**config.mk**
```make
export PLATFORM = sky130hd
export DESIGN_NAME = mash_ncl
export DESIGN_NICKNAME = d
export VERILOG_FILES = /design/src/rtl/mash_ncl.sv
export SDC_FILE = /design/constraint.sdc
export NUM_CORES = 1
export LEC_CHECK = 0
export ABC_AREA = 1
export CORE_UTILIZATION = 50
export CTS_BUF_LIST = sky130_fd_sc_hd__clkbuf_8
export DETAILED_ROUTE_END_ITERATION = 7
export GPL_TIMING_DRIVEN = 0
export PLACE_DENSITY_LB_ADDON = 0.3
export SYNTH_ARGS = -nofsm -noshare
export SYNTH_HDL_FRONTEND = slang
export SYNTH_SLANG_ARGS = --single-unit
```
**constraint.sdc**
```tcl
create_clock -name i_clk -period 5.8 [get_ports i_clk]
set_clock_uncertainty 0.2 [all_clocks]
set_input_delay 1.16 -clock i_clk [delete_from_list [all_inputs] [get_ports i_clk]]
set_output_delay 1.16 -clock i_clk [all_outputs]
set_load 0.01 [all_outputs]
```
**src/rtl/mash_ncl.sv**
```systemverilog
// MASH noise-cancellation network: combines stage carry bits into a signed
// correction, adds it to the integer divide value and gates output validity.
module mash_ncl #(
    parameter int unsigned P_INT_WIDTH = 8
) (
    input  logic                   i_clk,
    input  logic                   i_rst_n,
    input  logic                   i_en,
    input  logic                   i_clr,
    input  logic [1:0]             i_order,
    input  logic                   i_q1,
    input  logic                   i_q2,
    input  logic                   i_q3,
    input  logic [P_INT_WIDTH-1:0] i_int,
    output logic [3:0]             o_ncl,
    output logic [P_INT_WIDTH:0]   o_div,
    output logic                   o_valid,
    output logic                   o_sat
);

    localparam int unsigned SW = P_INT_WIDTH + 2;

    typedef enum logic [1:0] {IDLE, FILL, RUN} state_t;

    state_t                 state, state_nxt;
    logic [1:0]             cnt, cnt_nxt;
    logic                   valid_nxt;
    logic [1:0]             order_r;
    logic                   q1d1, q1d2, q2d1, q2d2, q3d1, q3d2;

    logic signed [3:0]      t1, t2, t3, ncl_nxt;
    logic signed [SW-1:0]   ncl_ext, sum;
    logic [P_INT_WIDTH:0]   div_nxt;
    logic                   sat_nxt;

    // Differentiated, delay-aligned stage terms; the new order selects the mix
    always_comb begin
        t1 = $signed({3'b000, q1d2});
        t2 = $signed({3'b000, q2d1}) - $signed({3'b000, q2d2});
        t3 = $signed({3'b000, i_q3}) - $signed({2'b00, q3d1, 1'b0})
           + $signed({3'b000, q3d2});
        case (i_order)
            2'd0:    ncl_nxt = 4'sd0;
            2'd1:    ncl_nxt = t1;
            2'd2:    ncl_nxt = t1 + t2;
            default: ncl_nxt = t1 + t2 + t3;
        endcase
    end

    // Offset divide value; only the negative side can clamp
    always_comb begin
        ncl_ext = {{(SW-4){ncl_nxt[3]}}, ncl_nxt};
        sum     = $signed({2'b00, i_int}) + ncl_ext;
        sat_nxt = sum[SW-1];
        div_nxt = sat_nxt ? '0 : sum[P_INT_WIDTH:0];
    end

    // Fill tracking, evaluated as if this were an enabled edge
    always_comb begin
        state_nxt = state;
        cnt_nxt   = cnt;
        valid_nxt = 1'b0;
        if (i_order != order_r) begin
            state_nxt = FILL;
            cnt_nxt   = 2'd1;
        end else begin
            case (state)
                IDLE: begin
                    state_nxt = FILL;
                    cnt_nxt   = 2'd1;
                end
                FILL: begin
                    if (cnt == 2'd2) begin
                        state_nxt = RUN;
                        valid_nxt = 1'b1;
                    end else begin
                        cnt_nxt = cnt + 2'd1;
                    end
                end
                RUN:     valid_nxt = 1'b1;
                default: begin
                    state_nxt = IDLE;
                    cnt_nxt   = 2'd0;
                end
            endcase
        end
    end

    always_ff @(posedge i_clk or negedge i_rst_n) begin
        if (!i_rst_n) begin
            state   <= IDLE;
            cnt     <= 2'd0;
            order_r <= 2'd0;
            q1d1    <= 1'b0;
            q1d2    <= 1'b0;
            q2d1    <= 1'b0;
            q2d2    <= 1'b0;
            q3d1    <= 1'b0;
            q3d2    <= 1'b0;
            o_ncl   <= 4'd0;
            o_div   <= '0;
            o_valid <= 1'b0;
            o_sat   <= 1'b0;
        end else if (i_clr) begin
            // Clear wins over enable but still captures the order
            state   <= IDLE;
            cnt     <= 2'd0;
            order_r <= i_order;
            q1d1    <= 1'b0;
            q1d2    <= 1'b0;
            q2d1    <= 1'b0;
            q2d2    <= 1'b0;
            q3d1    <= 1'b0;
            q3d2    <= 1'b0;
            o_ncl   <= 4'd0;
            o_div   <= '0;
            o_valid <= 1'b0;
            o_sat   <= 1'b0;
        end else if (i_en) begin
            state   <= state_nxt;
            cnt     <= cnt_nxt;
            order_r <= i_order;
            q1d1    <= i_q1;
            q1d2    <= q1d1;
            q2d1    <= i_q2;
            q2d2    <= q2d1;
            q3d1    <= i_q3;
            q3d2    <= q3d1;
            o_ncl   <= ncl_nxt;
            o_div   <= div_nxt;
            o_valid <= valid_nxt;
            o_sat   <= sat_nxt;
        end else begin
            o_valid <= 1'b0;
        end
    end

endmodule

```
# ---- Word level (Yosys, flattened, before mapping)
# Cells that the tools add are included.
dict set report totals {
  register_bits 27
  latch_bits 0
  mem_bits_rw 0
  rom_bits 0
  output_inout_bits 15
  word_cells 71
  n_memories 0
}
dict set report op_classes {
  n_addsub 7
  multipliers 0
  div_mod_pow 0
  n_lt_le_gt_ge 0
  n_eq_ne 9
  shift 0
  muxes 37
  n_bitwise 0
  reduce_logical 5
}
# op count
set ops {}
lappend ops {{$mux 9} 3}
lappend ops {{$mux 2} 10}
lappend ops {{$mux 1} 18}
lappend ops {{$pmux 2 s3} 2}
lappend ops {{$pmux 4 s3} 1}
lappend ops {{$add 9x4->10} 1}
lappend ops {{$mux 4} 2}
lappend ops {{$ne 4x4->1 const B} 2}
lappend ops {{$eq 2x2->1 const B} 3}
lappend ops {{$reduce_and 3->1} 2}
lappend ops {{$add 3x2->4} 1}
lappend ops {{$add 3x4->4} 1}
lappend ops {{$eq 2x1->1 const B} 2}
lappend ops {{$logic_not 2->1} 2}
lappend ops {{$add 2x2->3} 1}
lappend ops {{$ne 3x3->1 const B} 1}
lappend ops {{$sub 1x2->3} 1}
lappend ops {{$add 2x1->2 const B} 1}
lappend ops {{$ne 2x2->1} 1}
lappend ops {{$pmux 1 s2} 1}
lappend ops {{$reduce_bool 2->1} 1}
lappend ops {{$sub 1x1->2} 1}

# ---- Longest topological paths before layout
# Gate-level depths: netlist of the first run.
dict set report logic_depth {
  depth_word 8
  ltp_mapped 22
  ltp_nobuf 22
}

# ---- Worst setup path after synthesis of the first run
# No wires, ideal clock.
dict set report synth_path {
  kind {input port to flip-flop}
  from {input port i_q3}
  to {register o_div[8]}
  arrival_ns 3.335
  required_time_ns 5.483
  slack_ns 2.148
  cell_stages 15
  path_buffers 0
  cell_sequence {inv_1 fa_1 inv_1 fa_1 o21ai_0 inv_1 fa_1 nand3_1 nand3_1 nand2_1 nand2_1 nor2_1 nor2_1 nand2_1 nand2_1}
}
dict set report synth_via {
  elab_chain_len 8
}
# element line
set synth_lines {}
lappend synth_lines {{from (decl)} 13} ;# input logic i_q3,
lappend synth_lines {{$sub 1x2->3} 40} ;# t3 = $signed({3'b000, i_q3}) - $signed({2'b00, q3d1, 1'b0})
lappend synth_lines {{$add 3x2->4} 41} ;# + $signed({3'b000, q3d2});
lappend synth_lines {{$add 3x4->4} 46} ;# default: ncl_nxt = t1 + t2 + t3;
lappend synth_lines {{$pmux 4 s3} 42} ;# case (i_order)
lappend synth_lines {{$add 9x4->10} 53} ;# sum = $signed({2'b00, i_int}) + ncl_ext;
lappend synth_lines {{$mux 9} 55} ;# div_nxt = sat_nxt ? '0 : sum[P_INT_WIDTH:0];
lappend synth_lines {{$mux 9} 119} ;# end else if (i_en) begin
lappend synth_lines {{$mux 9} 104} ;# end else if (i_clr) begin
lappend synth_lines {{to (signal assigned)} 130} ;# o_div <= div_nxt;
lappend synth_lines {{to (decl)} 16} ;# output logic [P_INT_WIDTH:0] o_div,
# Every way passes these cells. The select of a mux whose other input is x is not followed.
# A chain may end at the register's enable or synchronous reset.

# ---- Final worst setup path of the first run
# Ends and elaborated chain as after synthesis.

==> metrics, run 1 <==
Rel. slew slack=60.87%; global-route wire length before repair=roughly 6700 um; Yosys reg bits=27; total number of yosys warnings=0; final setup fails=0; initial antenna violation count=0; Synth area leader=dfrtp_1; later-pin clock latency in the skew report=0.28 ns; reg-to-reg setup timing slack=about 2.1 ns; PwrDens=207.2 nW/um2; ranking of synthesized cells by area=dfrtp_1 36%, nand2_1 18%, ha_1 12%; clock sinks=27; CTS clk-pin slew, worst paths=0.09 ns; grt ovf=0; worst-path fanout max=4; vias in the first global route=approximately 1700; Cell variety after synth=25; Total Routed Length=3742 um; GPL Wtd Cong=0.8498; Hold Buf Count CTS=0; CP startpoint kind=primary input; EDFF count, synth=0; fmax=241.3 MHz; Worst EP arrival=4.16 ns; Worst VDD drop=95.97 uV; number of remaining DRC errors=0; clk buf depth=2; post-DR vias/cell=4.843; Avg Cell Area, Syn=7.240 um2; final hold vios=0; core area=approximately 3700 um2; hpwl dp=3003 um; Crit Path Category=in -> reg; initial drt markers=64; crit share post-route=71.44%; CTS tree=built; Final ANT Viol Nets=0; Avg WL per Cell=between 10 and 15 um; CTS root buffer=clkbuf_8; simple-gate share of the synthesized area=28.83%; sequential area share after synthesis=35.62%; number of H-tree levels=1; Fin Hold WS=0.2883 ns; Mapped Cells=262; CTS buffer count=3; Metal-1 WL=1730 um; Post-CTS Setup Inserts=0; Final Net Count=336; Setup crit end kind=flip-flop; fin crit period=between 4 and 5 ns; maxcap violations=0; main combinational cell family by area after synthesis=simple AND/OR/NAND/NOR gates; setup TNS=0 ns; fraction of layout cells with a size suffix above 1=5.051%; Overall Global Routing Usage=20.88%; metal2 WL=1828 um; Post-synth top flop=dfrtp_1; routed length on met3=112 um; Final Slew Violations=0; Initial Utilization=51.81%; footprint of the multi-input gates=~1000 um2; register area=between 600 and 700 um2; diode count=0; FFs w/ async S/R, synth=100.0%; Compound-Gate Fraction of Synth Area=under 10%; Mapped Area=1897 um2; # port buffers=31; synthesized net count=300; Post-Synth Adder-Cell Area=roughly 15%; RSZ-0062 raised after global routing=no; Worst Hold Class=reg -> reg; DR top layer=met4; via count=1671; row cnt=22; post_cts resized=0; Die H=~64 um; Synth top area share=35.62%; area growth from synthesis to layout=21.70%; largest net degree at the start of global routing=28; critical path required time=5.82 ns; post-synthesis mux area share=0%; die area=4044 um2; LEAKAGE=1.248 nW; Worst Tran Pin Value=0.5870 ns; # fillers=340; Commonest cells post-synth=90 x nand2_1, 42 x inv_1, 27 x dfrtp_1; Post-Synth XOR/XNOR Area=2.309%; status=finished clean; die width=around 64 um; most common cell in the netlist=nand2_1; final core occ=63.06%; I/O pin count=32; TritonRoute pass-1 iters=4
## per-stage QoR
stage | instance area [um2] | std cells | setup slack [ns] | power [mW]
final | 2308 | 345 | 1.656 | 0.4784
after global routing | 2308 | 345 | 1.382 | 0.5128
after CTS | 2313 | 345 | 1.671 | 0.4847
after detailed placement | 2267 | 341 | 1.398 | 0.3755
after global placement | 2267 | 341 | 1.400 | 0.3718
after floorplan | 1897 | 262 | 2.148 | 0.3139
## metal layers
metal | vias to the layer above | GRT usage, %
met4 | 0 | 8.239
met1 | 747 | 25.20
met2 | 32 | 37.63
li1 | 887 | -
met3 | 5 | 1.993
met5 | - | 0
## worst max-delay path, stage by stage
cell	delay [ns]
clkdlybuf4s50_1	0.45
inv_1	0.07
fa_1	0.41
inv_1	0.10
fa_1	0.40
o21ai_0	0.26
inv_1	0.13
fa_1	0.44
nand3_1	0.10
nand3_1	0.14
nand2_1	0.10
nand2_1	0.07
nand2_1	0.07
nand2_1	0.04
nor2_1	0.10
nand2_1	0.06
nand2_1	0.05
## cell families (layout without fill, tap and decap cells)
family | count (synthesis) | count (layout)
flip-flops | 27 | 27
AO/OA/AOI/OAI | 31 | 31
adder cells (fa/ha/maj) | 21 | 21
buffers and inverters | 46 | 81
AND/OR/NAND/NOR | 132 | 132
XOR/XNOR | 5 | 5
## registers in the layout, indices dropped and copies added (netlist names), 2 cells and up
| signal | flops |
|---|---|
| state | 2 |
| order_r | 2 |
| cnt | 2 |
| o_div | 9 |
| o_ncl | 4 |
## layout make-up
| type | instances | area share [%] |
|---|---|---|
| Multi-Input combinational cell | 189 | 45.37 |
| Sequential cell | 27 | 29.27 |
| Timing Repair Buffer | 31 | 13.22 |
| Tap cell | 48 | 2.602 |
| Inverter | 43 | 6.992 |
| Clock inverter | 1 | 0.2168 |
| Clock buffer | 3 | 1.789 |
| Buffer | 3 | 0.5420 |
## layout by cell type (no fill, tap or decap), drive strengths merged
cell type | netlist | final
nand3b | 3 | 3
o21ai | 16 | 16
clkbuf | 2 | 5
inv | 43 | 43
nand2 | 91 | 91
o22ai | 2 | 2
a21oi | 11 | 11
xor2 | 2 | 2
nand3 | 12 | 12
clkinv | 0 | 1
ha | 18 | 18
buf | 1 | 2
nand4 | 2 | 2
or2 | 2 | 2
dfrtp | 27 | 27
fa | 3 | 3
xnor2 | 3 | 3
nor2 | 22 | 22
a21o | 1 | 1
clkdlybuf4s50 | 0 | 30
a211o | 1 | 1
## worst paths after layout
check	startpoint	end	cells after the start
max reg2reg	q2d1	o_div[8]	20
max in group asynchronous	i_rst_n	state[0]	1
max	i_q3	o_div[8]	17
min	o_div[8]	o_div[8]	2
min reg2reg	o_div[8]	o_div[8]	2
min in group asynchronous	i_rst_n	order_r[0]	1
## power by group
part	switching, mW	internal [mW]	leakage [nW]	total, mW
sequential	0.0101	0.205	0.356	0.215
clock	0.0601	0.0482	0.0255	0.108
combinational	0.0860	0.0689	0.867	0.155
total	0.156	0.322	1.25	0.478
Power figures use the tool's default switching activity.
==> run 2: changes to the inputs <==
==> constraint.sdc (replaced) <==
create_clock -name i_clk -period 3.6 [get_ports i_clk]
set_clock_uncertainty 0.2 [all_clocks]
set_input_delay 0.72 -clock i_clk [delete_from_list [all_inputs] [get_ports i_clk]]
set_output_delay 0.72 -clock i_clk [all_outputs]
set_load 0.01 [all_outputs]
==> run 2 against run 1 <==
Combinational power grew 81%. Sequential power grew 61%. Hold slack lost 0.064 ns. Total power grew 68%. Cell count grew 1.7%. Register-to-register slack lost 1.9 ns. Routed wire length grew 9.2%. Non-clock buffer count grew 6. Clock-buffer cell count is the same. Die area is the same. First-iteration DRC count grew 52%. Global-route usage grew 0.23 points. Critical path type is now reg -> reg. Largest cell class unchanged. Largest power group unchanged.
==> metrics, run 2 (synthesized netlist as in run 1, its figures left out) <==
status=finished clean; die area=~4000 um2; later-pin clock latency in the skew report=0.28 ns; Place WS=-0.3620 ns; fin crit period=3.412 ns; CTS root buffer=clkbuf_8; TritonRoute pass-1 iters=6; CP Cell Sequence=inv_1 > ha_1 > inv_1 > ha_1 > inv_1 > fa_2 > inv_2 > fa_1 > o21ai_2 > inv_2 > fa_2 > nand3_1 > nand3_2 > buf_4 > o21ai_0 > a21oi_1 > nand2_1 > nand2_1; maxcap violations=0; cell area after layout=2425 um2; Worst EP arrival=3.40 ns; CTS clk-pin slew, worst paths=roughly 0.10 ns; final setup fails=0; Worst Hold Class=in -> async; diode count=0; Final Net Count=roughly 340; Avg WL per Cell=11.64 um; global-route wire length before repair=6734 um; number of H-tree levels=1; core area=3661 um2; Worst VDD drop=about 170 uV; register area=675.6 um2; CP max stage delay=~0.41 ns; crit share post-route=94.79%; grt ovf=0; vias in the first global route=roughly 1700; Die H=63.59 um; worst-path fanout max=3; post-DR vias/cell=4.972; GPL Wtd Cong=0.8498; Initial Utilization=51.81%; fraction of layout cells with a size suffix above 1=10.89%; area growth from synthesis to layout=27.84%; initial antenna violation count=0; clk buf depth=2; top flop regs=o_div (9), o_ncl (4); most frequent cells in the layout=89 x nand2_1, 39 x inv_1, 30 x clkdlybuf4s50_1; final hold vios=0; most flop-heavy register=o_div; PwrDens=331.5 nW/um2; most used cell, CP=inv_1; row cnt=22; hpwl dp=3003 um; # port buffers=31; initial drt markers=97; CP startpoint kind=flip-flop; final core occ=66.23%; final worst slack=0.1877 ns; Crit Path Category=reg -> reg; Worst path slowest cell=fa_1; CTS buffer count=3; Setup crit end kind=flip-flop; Final Slew Violations=0; footprint of the multi-input gates=1119 um2; Rel. slew slack=slightly above 60%; die width=approximately 64 um; Final ANT Viol Nets=0; critical path required time=between 3 and 4 ns; Largest register FFs=9; CTS tree=built; largest net degree at the start of global routing=28; LEAKAGE=1.281 nW; number of remaining DRC errors=0; clock sinks=27; commonest non-fill, non-tap cell in the layout=nand2_1; Hold Buf Count CTS=0; via count=1745; Total Routed Length=4085 um; # fillers=about 320; Worst Tran Pin Value=just under 0.6 ns; fmax=293.1 MHz; Area after DPL=2267 um2; Total Power=0.8039 mW; I/O pin count=32; Overall Global Routing Usage=21.11%
run 2: repair_timing:
action / 4_1_cts / 5_1_grt
gates resized for setup: 3 / 13
pin swaps: 0 / 5
setup endpoints to repair: 7 / 10
setup buffers: 0 / 6
run 2: where the power goes:
group,internal [mW],switching (mW)
combinational,0.129,0.152
clock,0.0778,0.0989
sequential,0.330,0.0169
total,0.537,0.267
run 2: through the flow:
| step | TNS [ns] | hold WS [ns] | instances |
|---|---|---|---|
| after floorplan | 0 | 0.2244 | 262 |
| after global placement | -2.138 | 0.2559 | 341 |
| after detailed placement | -2.315 | 0.2707 | 341 |
| after CTS | 0 | 0.2948 | 345 |
| after global routing | -0.4174 | 0.2885 | 351 |
| final | 0 | 0.2244 | 351 |
run 2: critical path: cells and delay by family, from the launching register on:
kind                       cells  cell delay (ns)
buffers and inverters          6             0.44
DFF                            1             0.34
adders and majority gates      5             1.64
and+or+nand+nor                4             0.31
AOI/OAI and AO/OA              3             0.36
run 2: path summary, 6_finish.rpt:
kind / from / endpoint / slack [ns] / depth (start not counted)
worst max register to register: q2d1 / o_div[4] / 0.19 / 18
max in group asynchronous: i_rst_n / state[0] / 2.58 / 1
worst max-delay path: q2d1 / o_div[4] / 0.19 / 18
min in group i_clk: o_div[8] / o_div[8] / 0.29 / 2
worst min-delay path: i_rst_n / order_r[0] / 0.22 / 1
worst min register to register: o_div[8] / o_div[8] / 0.29 / 2
run 2: cell type report:
| cell class | count | share of cell area, % |
|---|---|---|
| buffer | 3 | 0.5160 |
| clock inverter | 1 | 0.2064 |
| timing repair buffer | 37 | 14.45 |
| sequential | 27 | 27.86 |
| tap | 48 | 2.477 |
| clock buffer | 3 | 1.703 |
| multi-input combinational | 189 | 46.13 |
| inverter | 43 | 6.656 |
run 2: layer usage:
metal	up-vias	global-route usage (%)	routed length, um
met5	-	0	0
met4	0	8.239	70
met3	5	1.993	127
met2	40	38.43	2108
met1	796	25.20	1779
li1	904	-	-
